===== config.mk =====
export PLATFORM = sky130hd
export DESIGN_NAME = serial_bus_master
export DESIGN_NICKNAME = d
export VERILOG_FILES = /design/src/rtl/serial_bus_master.sv
export SDC_FILE = /design/constraint.sdc
export NUM_CORES = 1
export LEC_CHECK = 0
export CAP_MARGIN = 5
export CORE_UTILIZATION = 40
export CTS_CLUSTER_SIZE = 30
export DETAILED_ROUTE_END_ITERATION = 12
export PLACE_DENSITY_LB_ADDON = 0.05
export SYNTH_ARGS = -nofsm -noshare
export SYNTH_HDL_FRONTEND = slang
export SYNTH_SLANG_ARGS = --single-unit

===== constraint.sdc =====
create_clock -name clk -period 6.1 [get_ports clk]
set_clock_uncertainty 0.1 [all_clocks]
set_input_delay 1.22 -clock clk [delete_from_list [all_inputs] [get_ports clk]]
set_output_delay 1.22 -clock clk [all_outputs]
set_load 0.02 [all_outputs]

===== src/rtl/serial_bus_master.sv =====
// ---------------------------------------------------------------------------
// serial_bus_master
//
// Host-side bus initiator. A byte stream arriving on the serial rx interface
// is parsed into command frames. Each frame becomes exactly one 32-bit
// memory-bus transaction, and the result goes back out on the tx interface.
//
// Frame layout (bytes in arrival order):
//   CMD, A0, A1, A2, A3                  read  (CMD[7:4] = 4'h1)
//   CMD, A0, A1, A2, A3, D0, D1, D2, D3  write (CMD[7:4] = 4'h2, CMD[3:0] = mask)
// Address and data are little-endian. Any other CMD[7:4] is answered with
// ERR_BYTE.
//
// Replies:
//   read   -> four bytes of read data, least significant byte first
//   write  -> ACK_BYTE
//   error  -> ERR_BYTE (bad opcode or responder timeout)
//
// Ports:
//   clk, reset        system clock, asynchronous active-high reset
//   rx_strobe/rx_data one-cycle byte strobe from the serial receiver
//   tx_ready          serial transmitter can accept a byte
//   tx_strobe/tx_data one-cycle byte strobe to the serial transmitter
//   address_out       bus address
//   sel_out           bus select, held until ready_in
//   read_out          1 = read, 0 = write (meaningful while sel_out)
//   write_mask_out    byte lanes to write (0 for reads)
//   write_value_out   write data
//   read_value_in     read data from the responder
//   ready_in          responder completes the transaction
//   busy              controller is not idle
//   overrun           sticky: an rx byte arrived while it could not be used
// ---------------------------------------------------------------------------
module serial_bus_master #(
  parameter int unsigned TIMEOUT_CYCLES = 1024,
  parameter logic [7:0]  ACK_BYTE       = 8'hAA,
  parameter logic [7:0]  ERR_BYTE       = 8'hEE
) (
  input  logic        clk,
  input  logic        reset,
  input  logic        rx_strobe,
  input  logic [7:0]  rx_data,
  input  logic        tx_ready,
  output logic        tx_strobe,
  output logic [7:0]  tx_data,
  output logic [31:0] address_out,
  output logic        sel_out,
  output logic        read_out,
  output logic [3:0]  write_mask_out,
  output logic [31:0] write_value_out,
  input  logic [31:0] read_value_in,
  input  logic        ready_in,
  output logic        busy,
  output logic        overrun
);

  localparam int unsigned        WAIT_W    = $clog2(TIMEOUT_CYCLES);
  localparam logic [WAIT_W-1:0]  WAIT_LAST = WAIT_W'(TIMEOUT_CYCLES - 1);

  typedef enum logic [2:0] {
    S_IDLE,
    S_ADDR,
    S_DATA,
    S_BUS,
    S_RESP,
    S_ERR
  } state_t;

  state_t            r_state;
  logic              r_is_write;
  logic [3:0]        r_mask;
  logic [31:0]       r_addr;
  logic [31:0]       r_wdata;
  logic [31:0]       r_rdata;
  logic [1:0]        r_cnt;
  logic [WAIT_W-1:0] r_wait;
  logic              r_sel;
  logic              r_read;
  logic              r_tx_strobe;
  logic [7:0]        r_tx_data;
  logic              r_overrun;

  // Bytes that arrive while a transaction is in flight or a reply is being
  // sent cannot be buffered; they are dropped and flagged.
  logic w_rx_drop;
  // A reply byte may be launched only when the transmitter is ready and the
  // previous cycle was not itself a strobe, so strobes are never adjacent.
  logic w_tx_go;

  assign w_rx_drop = rx_strobe &&
                     ((r_state == S_BUS) || (r_state == S_RESP) || (r_state == S_ERR));
  assign w_tx_go   = tx_ready && !r_tx_strobe;

  // Replace byte lane n of a little-endian word.
  function automatic logic [31:0] put_byte(input logic [31:0] w,
                                           input logic [1:0]  n,
                                           input logic [7:0]  b);
    logic [31:0] r;
    r = w;
    case (n)
      2'd0:    r[7:0]   = b;
      2'd1:    r[15:8]  = b;
      2'd2:    r[23:16] = b;
      default: r[31:24] = b;
    endcase
    return r;
  endfunction

  // Extract byte lane n of a little-endian word.
  function automatic logic [7:0] get_byte(input logic [31:0] w,
                                          input logic [1:0]  n);
    logic [7:0] r;
    case (n)
      2'd0:    r = w[7:0];
      2'd1:    r = w[15:8];
      2'd2:    r = w[23:16];
      default: r = w[31:24];
    endcase
    return r;
  endfunction

  always_ff @(posedge clk or posedge reset) begin
    if (reset) begin
      r_state     <= S_IDLE;
      r_is_write  <= 1'b0;
      r_mask      <= 4'h0;
      r_addr      <= 32'h0;
      r_wdata     <= 32'h0;
      r_rdata     <= 32'h0;
      r_cnt       <= 2'd0;
      r_wait      <= '0;
      r_sel       <= 1'b0;
      r_read      <= 1'b0;
      r_tx_strobe <= 1'b0;
      r_tx_data   <= 8'h00;
      r_overrun   <= 1'b0;
    end else begin
      // tx_strobe is a single-cycle pulse unless re-armed below.
      r_tx_strobe <= 1'b0;

      if (w_rx_drop) begin
        r_overrun <= 1'b1;
      end

      case (r_state)
        S_IDLE: begin
          if (rx_strobe) begin
            r_cnt <= 2'd0;
            case (rx_data[7:4])
              4'h1: begin
                r_is_write <= 1'b0;
                r_mask     <= 4'h0;
                r_state    <= S_ADDR;
              end
              4'h2: begin
                r_is_write <= 1'b1;
                r_mask     <= rx_data[3:0];
                r_state    <= S_ADDR;
              end
              default: begin
                r_state <= S_ERR;
              end
            endcase
          end
        end

        S_ADDR: begin
          if (rx_strobe) begin
            r_addr <= put_byte(r_addr, r_cnt, rx_data);
            // r_cnt wraps to 0 after the fourth byte, ready for DATA/RESP.
            r_cnt  <= r_cnt + 2'd1;
            if (r_cnt == 2'd3) begin
              if (r_is_write) begin
                r_state <= S_DATA;
              end else begin
                // Select goes out together with the state change so the
                // bus request is visible in the first BUS cycle.
                r_state <= S_BUS;
                r_sel   <= 1'b1;
                r_read  <= 1'b1;
                r_wait  <= '0;
              end
            end
          end
        end

        S_DATA: begin
          if (rx_strobe) begin
            r_wdata <= put_byte(r_wdata, r_cnt, rx_data);
            r_cnt   <= r_cnt + 2'd1;
            if (r_cnt == 2'd3) begin
              r_state <= S_BUS;
              r_sel   <= 1'b1;
              r_read  <= 1'b0;
              r_wait  <= '0;
            end
          end
        end

        S_BUS: begin
          // r_sel is always high in this state; completion or abort both
          // drop it on the same edge that leaves the state.
          if (ready_in) begin
            r_rdata <= read_value_in;
            r_sel   <= 1'b0;
            r_read  <= 1'b0;
            r_cnt   <= 2'd0;
            r_state <= S_RESP;
          end else if (r_wait == WAIT_LAST) begin
            r_sel   <= 1'b0;
            r_read  <= 1'b0;
            r_state <= S_ERR;
          end else begin
            r_wait <= r_wait + 1'b1;
          end
        end

        S_RESP: begin
          if (w_tx_go) begin
            r_tx_strobe <= 1'b1;
            if (r_is_write) begin
              r_tx_data <= ACK_BYTE;
              r_state   <= S_IDLE;
            end else begin
              r_tx_data <= get_byte(r_rdata, r_cnt);
              r_cnt     <= r_cnt + 2'd1;
              if (r_cnt == 2'd3) begin
                r_state <= S_IDLE;
              end
            end
          end
        end

        S_ERR: begin
          if (w_tx_go) begin
            r_tx_strobe <= 1'b1;
            r_tx_data   <= ERR_BYTE;
            r_state     <= S_IDLE;
          end
        end

        default: begin
          r_state <= S_IDLE;
        end
      endcase
    end
  end

  assign tx_strobe       = r_tx_strobe;
  assign tx_data         = r_tx_data;
  assign address_out     = r_addr;
  assign sel_out         = r_sel;
  assign read_out        = r_read;
  assign write_mask_out  = r_mask;
  assign write_value_out = r_wdata;
  assign busy            = (r_state != S_IDLE);
  assign overrun         = r_overrun;

endmodule


==> impl_metrics.csv <==
group,metric,value,unit
power_and_ir_drop,powerDensity,513,nW/um^2
cts,root_buffer,"clkbuf_16",
yosys,yosysSeqAreaShare,58.6,%
power_and_ir_drop,vdd.ir_drop.worst,0.000279,V
setup_path,critPathSlowestCell,"dfrtp_1",
detailed_routing,drt_pass1_iterations,6,
cts,cts_resized,0,
placed_design,dp.cells,693,
yosys,synth_common_cells,"dfrtp_1 (128), mux2_2 (99), clkbuf_1 (18), nand2_1 (18), o21ai_0 (17)",
setup_path,cp.arrival,2.06,ns
yosys,synth_cell_types,47,
placed_design,gp_congestion,0.768,
cts,hold_buffers,0,
run,maxCapViolCount,0,
setup_path,end_kind,"output pin",
sta,slew_headroom,38.0,%
cells_and_area,antenna_cells,0,
sta,hold_viol_final,0,
cells_and_area,stdcell_area,7450,sq um
setup_path,cp_top_family,"flip-flops",
cells_and_area,area_delta_synth_final,36.4,%
setup_path,worstSetupStartpointType,"flop",
sta,fin_setup_tns,0,ns
cts,cts_tree,"done",
cts,cts_setup_buffers,0,
die,die_w,119,microns
yosys,synth_area,5470,sq um
die,rows,42,
power_and_ir_drop,power.leakage,0.00325,uW
detailed_routing,avgRoutedWirePerCell,18.6,microns
placed_design,dpl_cell_area,6860,sq um
yosys,synth_fp_nets,463,
min_path,min_path_type,"flop to flop",
status,outcome,"finished clean",
yosys,synth_top_area_share,58.6,%
global_routing,antenna_found_initial,0,
detailed_routing,remaining_drc_errors,0,
setup_path,slowest_delay,0.64,ns
power_and_ir_drop,design_power_total,3820,uW
yosys,ys_top_cells_by_area,"dfrtp_1 (59%), mux2_2 (20%), o21ai_0 (1.6%), a222oi_1 (1.5%), o31ai_1 (1.4%)",
global_routing,grt_pass1_vias,4024,
die,io_pins,126,
cells_and_area,final_cells,724,
placed_design,dp.final_hpwl,8870,microns
cts,cts_buffers,17,
yosys,avgSynthCellArea,13.2,sq um
cts,cts.sinks,128,
yosys,synth-async-reset-ratio,100,%
setup_path,path_max_fanout,23,
sta,tightest_slew,0.930,ns
sta,slew_violations,0,
die,die_area,14100,sq um
cts,clk_pin_slew,0.05,ns
cells_and_area,nNetsFinal,586,
global_routing,grt_overflow_total,0,
yosys,synthFlopType,"dfrtp_1",
detailed_routing,dr_total_vias,3869,
sta,rsz0062_at_grt,"no",
global_routing,grt_pass1_wl,21800,microns
setup_path,crit_chain,"or3_1 > clkdlybuf4s50_1",
detailed_routing,drt-initial-drc-count,260,
global_routing,grt_max_degree,76,
cts,htree_levels,4,
yosys,yosys_warnings,0,
yosys,netlist_instances,413,
detailed_routing,vias_per_cell,5.34,
setup_path,cp.required,4.78,ns
die,initial_core_util,41.1,%
placed_design,io_buffers,125,
global_routing,grt_usage,20.4,%
die,coreArea,13300,sq um
cells_and_area,layout-drive-gt1-share,25.0,%
detailed_routing,routed_wl,13400,microns
sta,min_period,3.38,ns
setup_path,crit_buf_inv,1,
sta,fin_hold_ws,0.371,ns
yosys,ys_ff_latch,128,
sta,finalCritPeriodShare,55.5,%
yosys,synth.most_common_cell,"dfrtp_1",
cts,clk_path_buf_depth,2,
yosys,yosysTopAreaCell,"dfrtp_1",
cts,clk_latency,0.42,ns
yosys,synth-edff-count,0,
die,die_y,119,microns
sta,max_freq,0.296,GHz
setup_path,worstSetupPathType,"flop to output pin",
detailed_routing,ant_nets,0,
sta,setup_viol,0,
-- where the power goes --
group	total [uW]	switching [uW]	internal, uW	leakage [uW]
clock network	1020	363	661	0.000278
registers	1380	216	1160	0.00165
logic	1420	701	723	0.00132
total	3820	1280	2540	0.00325
-- final timing paths --
kind / startpoint / end / slack (ns) / cells after the start
max: r_state[0] / busy / 2.72 / 2
min: overrun / overrun / 0.37 / 1
max reg2reg: r_cnt[1] / write_value_out[10] / 3.72 / 5
min reg2reg: overrun / overrun / 0.37 / 1
max in group asynchronous: reset / address_out[28] / 3.37 / 3
min in group asynchronous: reset / r_rdata[23] / 1.26 / 2
-- sequential cells by signal (all words and copies together), names as in the netlist, 2 cells and up --
register	flops
r_wait	10
write_mask_out	4
write_value_out	32
address_out	32
tx_data	8
r_cnt	2
r_state	3
r_rdata	32
-- area by class of cell --
| class | instances | area [sq um] |
|---|---|---|
| Sequential cell | 128 | 3200 |
| Inverter | 10 | 45.0 |
| Clock inverter | 9 | 134 |
| Clock buffer | 22 | 464 |
| Tap cell | 176 | 220 |
| Timing Repair Buffer | 128 | 1270 |
| Multi-Input combinational cell | 251 | 2110 |
| Fill cell | 1130 | 5840 |
-- per-stage QoR --
stage          setup slack (ns)  util (%)
2_1_floorplan              1.37         -
3_3_place_gp               2.71      51.6
3_5_place_dp               2.59      51.6
4_1_cts                    2.70      56.1
5_1_grt                    2.63      56.1
6_report                   2.72      56.1
-- placed cells by master (no fill, tap or decap), drive strengths merged, types with 8 or more instances in the layout --
master | Yosys | routed
clkdlybuf4s50 | 0 | 125
nand2 | 19 | 19
dfrtp | 128 | 128
a21oi | 14 | 14
mux2 | 99 | 99
clkbuf | 18 | 22
inv | 9 | 9
nor2 | 12 | 12
o31ai | 10 | 10
o21ai | 17 | 17
a222oi | 8 | 8
-- cells by family after synthesis --
family / count (synthesis) / share of synthesized area [%]
DFF: 128 / 58.6
muxes: 101 / 20.8
and+or+nand+nor: 76 / 7.99
AOI/OAI and AO/OA: 68 / 8.63
buffers and inverters: 34 / 2.70
adders and majority gates: 5 / 1.14
xor gates and xnor gates: 1 / 0.160
-- worst register-to-register path, stage by stage (launching register included) --
cell and delay (ns):
dfrtp_1 0.40, inv_1 0.11, ha_1 0.50, nand4_1 0.15, nor2_1 0.60, mux2_2 0.41
-- metal layers --
layer  vias up  GRT usage (%)  wire length, microns
met3        10           8.05                   909
li1       1781              -                     -
met5         -              0                     0
met1      1986           25.7                  5860
met4         0           6.41                   147
met2        92           32.3                  6520
Power figures use the tool's default switching activity.
